**src/rtl/cache_port_arbiter.sv**
```systemverilog
// cache_port_arbiter
//   Shares the single data-cache port between the instruction-fetch requester (IF)
//   and the memory-stage requester (MEM). The winning request is latched at grant,
//   one cache command is issued, the hit flag is checked, and the command is
//   re-issued on a miss until it hits or MAX_RETRY re-issues are used up (which
//   completes with err). Completion is a one-cycle done pulse to the owner.
//
//   Configuration macro: RR_ARB_EN
//     defined   -> round-robin between simultaneous requesters
//     undefined -> fixed priority, MEM always beats IF
//
//   Ports
//     clk, reset                clock and synchronous active-high reset
//     if_req/if_addr            IF read request (level) and address
//     if_rdata/if_done/if_stall IF read data, completion pulse, stall
//     mem_op/mem_addr/mem_wdata MEM request (01 read, 10 write), address, store data
//     mem_rdata/mem_done/mem_stall MEM load data, completion pulse, stall
//     err                       pulses with done when the retry limit is exhausted
//     cache_read/cache_write    one-cycle cache commands
//     cache_address/cache_data_in latched address and store data to the cache
//     cache_data_out/cache_hit  cache read data and hit flag, sampled in CHECK

module cache_port_arbiter #(
  parameter int AW        = 32,
  parameter int DW        = 32,
  parameter int MAX_RETRY = 15
) (
  input  logic          clk,
  input  logic          reset,
  input  logic          if_req,
  input  logic [AW-1:0] if_addr,
  output logic [DW-1:0] if_rdata,
  output logic          if_done,
  output logic          if_stall,
  input  logic [1:0]    mem_op,
  input  logic [AW-1:0] mem_addr,
  input  logic [DW-1:0] mem_wdata,
  output logic [DW-1:0] mem_rdata,
  output logic          mem_done,
  output logic          mem_stall,
  output logic          err,
  output logic          cache_read,
  output logic          cache_write,
  output logic [AW-1:0] cache_address,
  output logic [DW-1:0] cache_data_in,
  input  logic [DW-1:0] cache_data_out,
  input  logic          cache_hit
);

  localparam logic [1:0] ST_IDLE  = 2'd0;
  localparam logic [1:0] ST_ISSUE = 2'd1;
  localparam logic [1:0] ST_CHECK = 2'd2;

  localparam logic [7:0] RETRY_LIMIT = 8'(MAX_RETRY);

  logic [1:0] state;
  logic       owner_mem;
  logic       op_write;
  logic [7:0] retry;
  logic       mem_valid;
  logic       if_cand;
  logic       mem_cand;
  logic       grant_mem;
  logic       grant_write;

`ifdef RR_ARB_EN
  logic       last_mem;
`endif

  // A requester whose done pulse is high this cycle is still holding its request;
  // it must not be granted again until the following cycle.
  always_comb begin
    mem_valid   = (mem_op == 2'b01) | (mem_op == 2'b10);
    if_cand     = if_req & ~if_done;
    mem_cand    = mem_valid & ~mem_done;
`ifdef RR_ARB_EN
    grant_mem   = mem_cand & (~if_cand | ~last_mem);
`else
    grant_mem   = mem_cand;
`endif
    grant_write = grant_mem & (mem_op == 2'b10);
  end

  assign if_stall  = if_req & ~if_done;
  assign mem_stall = mem_valid & ~mem_done;

  // Main FSM. Commands, done and err are registered and default low so each is a
  // single-cycle pulse; the command for an ISSUE cycle is set on the edge entering it.
  always_ff @(posedge clk) begin
    if (reset) begin
      state         <= ST_IDLE;
      owner_mem     <= 1'b0;
      op_write      <= 1'b0;
      retry         <= '0;
      if_rdata      <= '0;
      mem_rdata     <= '0;
      if_done       <= 1'b0;
      mem_done      <= 1'b0;
      err           <= 1'b0;
      cache_read    <= 1'b0;
      cache_write   <= 1'b0;
      cache_address <= '0;
      cache_data_in <= '0;
`ifdef RR_ARB_EN
      last_mem      <= 1'b0;
`endif
    end else begin
      if_done     <= 1'b0;
      mem_done    <= 1'b0;
      err         <= 1'b0;
      cache_read  <= 1'b0;
      cache_write <= 1'b0;
      case (state)
        ST_IDLE: begin
          if (if_cand | mem_cand) begin
            owner_mem     <= grant_mem;
            op_write      <= grant_write;
            cache_address <= grant_mem ? mem_addr : if_addr;
            if (grant_mem) begin
              cache_data_in <= mem_wdata;
            end
            retry         <= '0;
            cache_read    <= ~grant_write;
            cache_write   <= grant_write;
`ifdef RR_ARB_EN
            last_mem      <= grant_mem;
`endif
            state         <= ST_ISSUE;
          end
        end
        ST_ISSUE: begin
          state <= ST_CHECK;
        end
        ST_CHECK: begin
          if (cache_hit) begin
            if_done  <= ~owner_mem;
            mem_done <= owner_mem;
            if (!op_write) begin
              if (owner_mem) begin
                mem_rdata <= cache_data_out;
              end else begin
                if_rdata <= cache_data_out;
              end
            end
            state <= ST_IDLE;
          end else if (retry < RETRY_LIMIT) begin
            retry       <= retry + 8'd1;
            cache_read  <= ~op_write;
            cache_write <= op_write;
            state       <= ST_ISSUE;
          end else begin
            // Retry budget exhausted: complete with error, read data untouched.
            if_done  <= ~owner_mem;
            mem_done <= owner_mem;
            err      <= 1'b1;
            state    <= ST_IDLE;
          end
        end
        default: begin
          state <= ST_IDLE;
        end
      endcase
    end
  end

endmodule

```
**config.mk**
```make
export PLATFORM = sky130hd
export DESIGN_NAME = cache_port_arbiter
export DESIGN_NICKNAME = d
export VERILOG_FILES = /design/src/rtl/cache_port_arbiter.sv
export SDC_FILE = /design/constraint.sdc
export NUM_CORES = 1
export LEC_CHECK = 0
export CORE_UTILIZATION = 40
export CTS_CLUSTER_DIAMETER = 200
export DETAILED_ROUTE_END_ITERATION = 6
export PLACE_DENSITY_LB_ADDON = 0.3
export SYNTH_ARGS = -nofsm -noshare
export SYNTH_HDL_FRONTEND = slang
export SYNTH_SLANG_ARGS = --single-unit
```
**constraint.sdc**
```tcl
create_clock -name clk -period 2.2 [get_ports clk]
set_input_delay 0.55 -clock clk [delete_from_list [all_inputs] [get_ports clk]]
set_output_delay 0.55 -clock clk [all_outputs]
set_load 0.01 [all_outputs]
```
==> impl_metrics.csv, run 1 <==
group,metric,value,unit
run_status,status,"completed",
timing,relSlewSlack,63.4,%
route,first_pass_iters,4,
placed_design,io_buffers,268,
route,drt-initial-drc-count,348,
hold_path,hold_path_class,"flip-flop to flip-flop",
setup_path,required,1.65,ns
clock_network,clkSinkCount,145,
logic_synthesis,yosysUniqueCellTypes,33,
setup_path,endpoint_kind,"output pin",
clock_network,cts_tree,"built",
floorplanning,die_width,119,um
clock_network,cts-root-buf,"clkbuf_16",
floorplanning,dieArea,14200,um^2
timing,finalSetupViolations,0,
logic_synthesis,synth_top_family_by_area,"simple AND/OR/NAND/NOR gates",
clock_network,clkSlewWorstSetupHoldPaths,0.06,ns
global_routing,grt_max_degree,52,
logic_synthesis,synthSimpleGateAreaFrac,22.8,%
clock_network,hold_buffers,0,
route,ant_nets,0,
logic_synthesis,ys.warnings.count,0,
pwr,p_total,7.11,mW
logic_synthesis,avgSynthCellArea,8.13,um^2
setup_path,critPathKind,"input port to output pin",
logic_synthesis,synth_edf_count,0,
global_routing,overflow,0,
pwr,p_per_area,787,nW/um^2
placed_design,gp_congestion,0.809,
pwr,p_sw_share,24.3,%
layout,areaGrowthSynthToFinish,65.0,%
floorplanning,io_pins,269,
layout,layout_commonest_cell,"clkdlybuf4s50_1",
timing,period_share,97.1,%
logic_synthesis,synthAdderAreaFrac,0.457,%
placed_design,post-dp-hpwl,11200,um
logic_synthesis,synth_compound_area_share,18.6,%
setup_path,cp_num_buf_inv,3,
logic_synthesis,async_flop_share,0,%
pwr,peakVddDrop,0.000570,V
route,routed_wirelength,16400,um
global_routing,grt_pass1_vias,5273,
layout,final_util,67.9,%
layout,final_cell_mix,"265 x clkdlybuf4s50_1, 230 x nand2_1, 144 x dfxtp_1",
timing,max_freq,468,MHz
setup_path,critPathLaunchType,"input port",
route,avgViaCountPerCell,4.94,
logic_synthesis,ys.flop_type,"dfxtp_1",
setup_path,cpMaxStageDelayCell,"clkdlybuf4s50_1",
timing,finalMaxSlewViolations,0,
setup_path,arrival,1.59,ns
layout,nNetsFinal,1065,
pwr,combPwrFrac,17.5,%
job,max_cap_viol_count,0,
timing,period_minus_slack,2.14,ns
pwr,p_seq_share,40.6,%
logic_synthesis,synth.net_count,809,
floorplanning,rows,42,
clock_network,cts_buffers,17,
pwr,p_int,5.38,mW
pwr,p_sw,1.73,mW
setup_path,path_cells,"clkdlybuf4s50_1, inv_2, ha_4, nor2_4, buf_6",
clock_network,clock_latency,0.42,ns
logic_synthesis,synthCells,673,
pwr,p_leak,3.23,nW
logic_synthesis,netlist_area,5470,um^2
route,wl_per_cell,14.7,um
layout,antenna_cells,0,
timing,rsz0062_at_grt,"no",
floorplanning,die_h,119,um
logic_synthesis,synth_top_area_cell,"dfxtp_1",
logic_synthesis,synthXorXnorAreaFrac,0,%
global_routing,grt_first_pass_wirelength,26100,um
floorplanning,core,13300,um^2
setup_path,cp_max_fo,2,
logic_synthesis,synth_top_area_share,53.0,%
global_routing,track_usage,23.3,%
logic_synthesis,synth_area_leaders,"dfxtp_1 53%, nand2_1 16%, a21oi_1 9.4%, a311oi_1 5.1%, o21ai_0 2.9%",
timing,skew,0.00798,ns
layout,drive_above_1_share,7.11,%
clock_network,post_cts_buffers,0,
timing,tightest_slew,0.549,ns
clock_network,clock_path_buffers,2,
route,drc,0,
placed_design,dp_cells,1085,
logic_synthesis,yosys_register_bits,145,
pwr,p_clk_share,41.9,%
setup_path,max_stage_delay,0.47,ns
setup_path,path_delay_family,"buffers and inverters",
floorplanning,initial_utilization,41.2,%
logic_synthesis,synthMuxAreaShare,0,%
timing,fin_tns_setup,0,ns
timing,hold_violations,0,
global_routing,antenna_found_initial,0,
clock_network,htree_levels,4,
route,vias,5525,
layout,stdcell_count,1118,
logic_synthesis,seq_area_frac_synth,53.0,%
cell usage after synthesis, types with 3 or more instances:
| cell type | number |
|---|---|
| nor3b_1 | 3 |
| dfxtp_1 | 145 |
| buf_4 | 10 |
| buf_6 | 3 |
| clkbuf_1 | 29 |
| nor2_1 | 37 |
| buf_2 | 11 |
| a21oi_1 | 103 |
| a311oi_1 | 32 |
| nand4_1 | 3 |
| and2_1 | 5 |
| nand2_1 | 230 |
| nand3_1 | 3 |
| o21ai_0 | 32 |
final timing paths:
path,endpoint,startpoint,slack (ns),cells past startpoint
setup / recovery,mem_stall,mem_op[0],0.06,5
hold / removal,if_rdata[2],if_rdata[2],0.45,2
setup reg to reg,if_rdata[9],state[1],0.57,5
hold reg to reg,if_rdata[2],if_rdata[2],0.45,2
metrics by stage:
step                hold slack, ns  setup WS, ns  area [um^2]
floorplan                    0.465         0.203         5470
global placement             0.441        -0.485         8350
detailed placement           0.446        -0.555         8350
CTS                          0.454       -0.0165         8980
global route                 0.467       0.00449         9030
finish                       0.451        0.0631         9030
logic make-up (layout without fill, tap and decap cells):
| logic type | count (synthesis) | in the layout |
|---|---|---|
| adders and majority gates | 2 | 2 |
| buffers and inverters | 55 | 324 |
| DFF | 145 | 145 |
| AOI/OAI and AO/OA | 175 | 175 |
| and+or+nand+nor | 296 | 296 |
power groups by stage:
| stage | Sequential, mW | Clock (mW) | Combinational, mW |
|---|---|---|---|
| CTS | 2.88 | 3.03 | 1.22 |
| detailed placement | 2.94 | 0 | 1.21 |
| finish | 2.88 | 2.98 | 1.25 |
| global route | 2.90 | 3.16 | 1.35 |
| floorplan | 3.00 | 0 | 0.449 |
| global placement | 2.93 | 0 | 1.20 |
area by class of cell:
class,count,area (um^2)
timing repair buffer,290,2960
multi-input combinational,473,2320
tap,176,220
clock buffer,23,488
clock inverter,9,129
inverter,2,7.51
fill,1122,4260
sequential,145,2900
routing by layer:
metal | GRT usage (%) | wire [um] | vias up
met5 | 0 | 0 | -
met4 | 10.2 | 401 | 0
met3 | 7.52 | 1210 | 25
met2 | 38.4 | 7840 | 205
met1 | 27.7 | 6940 | 2525
li1 | - | - | 2770
state kept, by name, indices dropped and copies added (netlist names), 2 cells and up:
register,flops
cache_address,32
cache_data_in,32
if_rdata,32
mem_rdata,32
retry,8
state,2
tightest hold or removal path: cells and delay by family, from the launching register on:
kind / cells / cell delay (ns)
AO/OA/AOI/OAI: 1 / 0.05
flip-flops: 1 / 0.30
AND/OR/NAND/NOR: 1 / 0.05
repair_timing:
action,4_1_cts,5_1_grt
gates cloned,0,1
pin swaps,1,1
endpoints found under the setup margin,33,45
endpoints found under the hold margin,0,0
resized for setup,9,5
(Power assumes the default switching activity.)
==> run 2: changes to the inputs <==
Settings changed: CORE_UTILIZATION 40 to 44.
Clock period 2.2 ns to 2.5 ns, I/O delays scaled along.
==> impl_metrics.csv, run 2 (synthesis results as in run 1) <==
group,metric,value,unit
clock_network,clock_latency,0.41,ns
route,drt-initial-drc-count,348,
pwr,p_sw,1.47,mW
setup_path,max_stage_delay,0.46,ns
setup_path,required,1.88,ns
route,avgViaCountPerCell,4.97,
global_routing,grt_max_degree,65,
floorplanning,die_h,114,um
timing,skew,0.00644,ns
timing,relSlewSlack,55.7,%
hold_path,min_path_cells,2,
floorplanning,die_width,114,um
hold_path,hold_path_class,"flip-flop to flip-flop",
setup_path,path_cells,"clkdlybuf4s50_1, inv_1, ha_1, nor2_2, buf_2",
layout,stdcell_count,1108,
floorplanning,io_pins,269,
setup_path,timing.rr.end,"if_rdata[13]",
hold_path,holdCritStartpoint,"mem_rdata[16]",
pwr,p_sw_share,24.0,%
timing,hold_violations,0,
placed_design,post-dp-hpwl,10700,um
floorplanning,dieArea,12900,um^2
clock_network,cts_tree,"built",
pwr,combPwrFrac,17.4,%
route,vias,5508,
route,drc,0,
placed_design,placed_area,8330,um^2
run_status,status,"completed",
setup_path,r2r_slack,0.87,ns
timing,rsz0062_at_grt,"no",
setup_path,endpoint_kind,"output pin",
pwr,p_total,6.12,mW
pwr,p_seq_share,41.4,%
pwr,peakVddDrop,0.000393,V
hold_path,hold_end,"mem_rdata[16]",
job,max_cap_viol_count,0,
global_routing,overflow,0,
floorplanning,core,12100,um^2
layout,areaGrowthSynthToFinish,63.0,%
global_routing,grt_pass1_vias,5163,
layout,final_cell_mix,"265 x clkdlybuf4s50_1, 230 x nand2_1, 145 x dfxtp_1",
setup_path,cp_num_buf_inv,3,
timing,finalSetupViolations,0,
layout,layout_commonest_cell,"clkdlybuf4s50_1",
global_routing,grt_first_pass_wirelength,24700,um
setup_path,path_delay_family,"buffers and inverters",
setup_path,worst_r2r_startpoint,"state[1]",
clock_network,clkSinkCount,145,
layout,finalInstanceArea,8920,um^2
setup_path,arrival,1.74,ns
layout,drive_above_1_share,6.81,%
timing,finalMaxSlewViolations,0,
clock_network,cts-root-buf,"clkbuf_16",
route,routed_wirelength,15500,um
clock_network,clkSlewWorstSetupHoldPaths,0.06,ns
floorplanning,initial_utilization,45.4,%
clock_network,htree_levels,4,
timing,max_freq,424,MHz
timing,tightest_slew,0.665,ns
global_routing,antenna_found_initial,0,
placed_design,dp_cells,1077,
timing,fin_tns_setup,0,ns
setup_path,critPathLaunchType,"input port",
pwr,p_leak,3.21,nW
setup_path,critPathKind,"input port to output pin",
pwr,p_int,4.65,mW
clock_network,cts_buffers,17,
clock_network,clock_path_buffers,2,
setup_path,cpMaxStageDelayCell,"clkdlybuf4s50_1",
route,ant_nets,0,
layout,nNetsFinal,1064,
pwr,p_clk_share,41.2,%
pwr,p_per_area,686,nW/um^2
placed_design,place_ws,-0.293,ns
placed_design,io_buffers,268,
timing,period_share,94.4,%
timing,period_minus_slack,2.36,ns
layout,antenna_cells,0,
setup_path,cp_max_fo,2,
setup_path,rr_worst_depth,5,
timing,setup_ws,0.139,ns
clock_network,hold_buffers,0,
route,wl_per_cell,14.0,um
route,first_pass_iters,6,
placed_design,gp_congestion,0.791,
floorplanning,rows,40,
global_routing,track_usage,24.2,%
run 2: final cells by class:
type | count | area, um^2
clock buffer | 19 | 453
timing repair buffer | 289 | 2910
fill | 911 | 3140
multi-input combinational | 473 | 2300
sequential | 145 | 2900
clock inverter | 12 | 140
inverter | 2 | 7.51
tap | 168 | 210
run 2: worst register-to-register path: cells and delay by family (launching register included):
kind,cells,cell delay [ns]
AOI/OAI and AO/OA,1,0.14
buffers and inverters,1,0.19
DFF,1,0.53
and+or+nand+nor,3,0.70
run 2: power groups by stage:
stage / clock [mW] / sequential [mW] / combinational [mW]
final: 2.52 / 2.53 / 1.07
after global routing: 2.68 / 2.55 / 1.16
after CTS: 2.57 / 2.53 / 1.08
after detailed placement: 0 / 2.58 / 1.07
after global placement: 0 / 2.58 / 1.06
after floorplan: 0 / 2.64 / 0.395
run 2: routing by layer:
metal  GRT usage, %  share of wire, %  routed length, um
met1           28.2                42               6500
met5              0                 0                  0
met4           12.5               2.9                444
met2           40.5                49               7530
met3           6.85               6.7               1040
run 2: how the worst max path moves through the flow:
stage / from / end / depth (start not counted)
floorplan: mem_op[0] / mem_stall / 5
global placement: mem_op[0] / mem_stall / 5
detailed placement: mem_op[0] / mem_stall / 5
CTS: mem_op[0] / mem_stall / 5
global route: mem_op[0] / cache_address[9] / 9
finish: mem_op[0] / mem_stall / 5
run 2: what timing repair did:
item	CTS	global route
gates resized for setup	3	2
setup endpoints to repair	1	2
hold endpoints to repair	0	0
setup buffers	0	0
pin swaps	0	0
run 2: metrics by stage:
step	util, %	hold WS [ns]
floorplan	-	0.465
global placement	69.1	0.441
detailed placement	69.1	0.445
CTS	74.0	0.453
global route	74.0	0.471
finish	74.0	0.451
==> run 3: changes to the inputs <==
Settings changed: CORE_ASPECT_RATIO set to 1.25.
==> impl_metrics.csv, run 3 (synthesis results as in run 1) <==
group,metric,value,unit
clock_network,htree_levels,4,
route,first_pass_iters,4,
floorplanning,dieArea,12900,um^2
floorplanning,die_width,102,um
setup_path,endpoint_kind,"output pin",
layout,layout_commonest_cell,"clkdlybuf4s50_1",
layout,final_cell_mix,"266 x clkdlybuf4s50_1, 230 x nand2_1, 145 x dfxtp_1",
hold_path,hold_path_class,"flip-flop to flip-flop",
layout,final_util,73.2,%
setup_path,cp_max_fo,2,
setup_path,critPathLaunchType,"input port",
floorplanning,rows,45,
global_routing,track_usage,23.9,%
clock_network,cts_tree,"built",
layout,seq_area,2900,um^2
pwr,p_leak,3.18,nW
route,ant_nets,0,
route,drc,0,
timing,skew,0.00822,ns
placed_design,place_ws,-0.443,ns
layout,stdcell_count,1101,
global_routing,overflow,0,
clock_network,cts_buffers,17,
pwr,p_sw,1.47,mW
global_routing,grt_pass1_vias,4940,
layout,fillerInstances,945,
pwr,combPwrFrac,17.4,%
timing,rsz0062_at_grt,"no",
timing,setup_ws,0.0452,ns
job,max_cap_viol_count,0,
pwr,p_int,4.62,mW
layout,areaGrowthSynthToFinish,62.6,%
global_routing,grt_first_pass_wirelength,24100,um
placed_design,post-dp-hpwl,10600,um
clock_network,clkSinkCount,145,
clock_network,clock_path_buffers,2,
pwr,p_seq_share,41.6,%
layout,nNetsFinal,1061,
clock_network,cts-root-buf,"clkbuf_16",
timing,finalMaxSlewViolations,0,
placed_design,dp_cells,1070,
floorplanning,io_pins,269,
pwr,p_clk_share,41.0,%
global_routing,antenna_found_initial,0,
timing,finalSetupViolations,0,
setup_path,required,1.88,ns
clock_network,hold_buffers,0,
run_status,status,"completed",
timing,max_freq,407,MHz
placed_design,io_buffers,268,
timing,relSlewSlack,62.1,%
timing,hold_violations,0,
route,wl_per_cell,14.1,um
global_routing,top_usage_layer,"met2",
floorplanning,die_h,127,um
route,vias,5509,
layout,antenna_cells,0,
floorplanning,initial_utilization,45.0,%
route,drt-initial-drc-count,143,
clock_network,clock_latency,0.41,ns
timing,period_minus_slack,2.45,ns
global_routing,use_met3,8.82,%
setup_path,critPathKind,"input port to output pin",
layout,multi_input_area,2300,um^2
pwr,p_per_area,685,nW/um^2
pwr,p_sw_share,24.2,%
route,routed_wirelength,15600,um
pwr,peakVddDrop,0.000422,V
global_routing,use_met2,39.8,%
floorplanning,core,12200,um^2
global_routing,grt_max_degree,73,
timing,period_share,98.2,%
clock_network,clkSlewWorstSetupHoldPaths,0.06,ns
layout,drive_above_1_share,6.30,%
global_routing,use_met1,27.9,%
setup_path,arrival,1.83,ns
timing,tightest_slew,0.568,ns
route,avgViaCountPerCell,5.00,
placed_design,gp_congestion,0.741,
==> run 3: cell types whose count changed in the layout (fill, tap and decap cells not counted), sizes merged <==
cell           previous run  this run
dlymetal6s2s              1         0
buf                      23        20
clkdlybuf4s50           265       266
clkbuf                   19        20
clkinv                    7         6
==> run 3: power by group through the flow <==
stage	clock (mW)	combinational (mW)	sequential, mW
floorplan	0	0.395	2.64
global placement	0	1.04	2.58
detailed placement	0	1.05	2.59
CTS	2.55	1.06	2.54
global route	2.68	1.14	2.55
finish	2.50	1.06	2.54
==> run 3: worst paths after layout <==
path                 startpoint  depth (start not counted)  slack, ns            end
setup / recovery      mem_op[0]                          5       0.05      mem_stall
hold / removal    mem_rdata[19]                          2       0.45  mem_rdata[19]
setup reg to reg       state[1]                          5       0.86       retry[2]
hold reg to reg   mem_rdata[19]                          2       0.45  mem_rdata[19]
==> run 3: routing by layer <==
metal	vias up	routed length, um
li1	2762	-
met3	26	1340
met4	0	320
met5	-	0
met2	220	7500
met1	2501	6410
==> run 3: cell type report <==
class,count,share of cell area (%)
Tap cell,164,2.31
Multi-Input combinational cell,473,25.9
Sequential cell,145,32.6
Inverter,2,0.0843
Clock inverter,11,1.56
Clock buffer,20,5.02
Timing Repair Buffer,286,32.6
==> run 3: critical path, cell delays in order <==
cell and delay [ns]:
clkdlybuf4s50_1 0.50, inv_1 0.06, ha_1 0.34, nor2_4 0.15, buf_2 0.16
==> run 3: what timing repair did <==
item / in CTS / in global routing
buffers inserted: 0 / 0
endpoints found under the setup margin: 5 / 9
endpoints found under the hold margin: 0 / 0
resized for setup: 5 / 3
cloned: 0 / 0
==> run 3: through the flow <==
step / TNS (ns) / area, um^2 / power, mW / hold WS, ns
6_report: 0 / 8900 / 6.10 / 0.452
5_1_grt: 0 / 8900 / 6.38 / 0.467
4_1_cts: 0 / 8890 / 6.15 / 0.454
3_5_place_dp: -18.64 / 8300 / 3.64 / 0.446
3_3_place_gp: -15.77 / 8300 / 3.63 / 0.441
2_1_floorplan: 0 / 5470 / 3.04 / 0.465
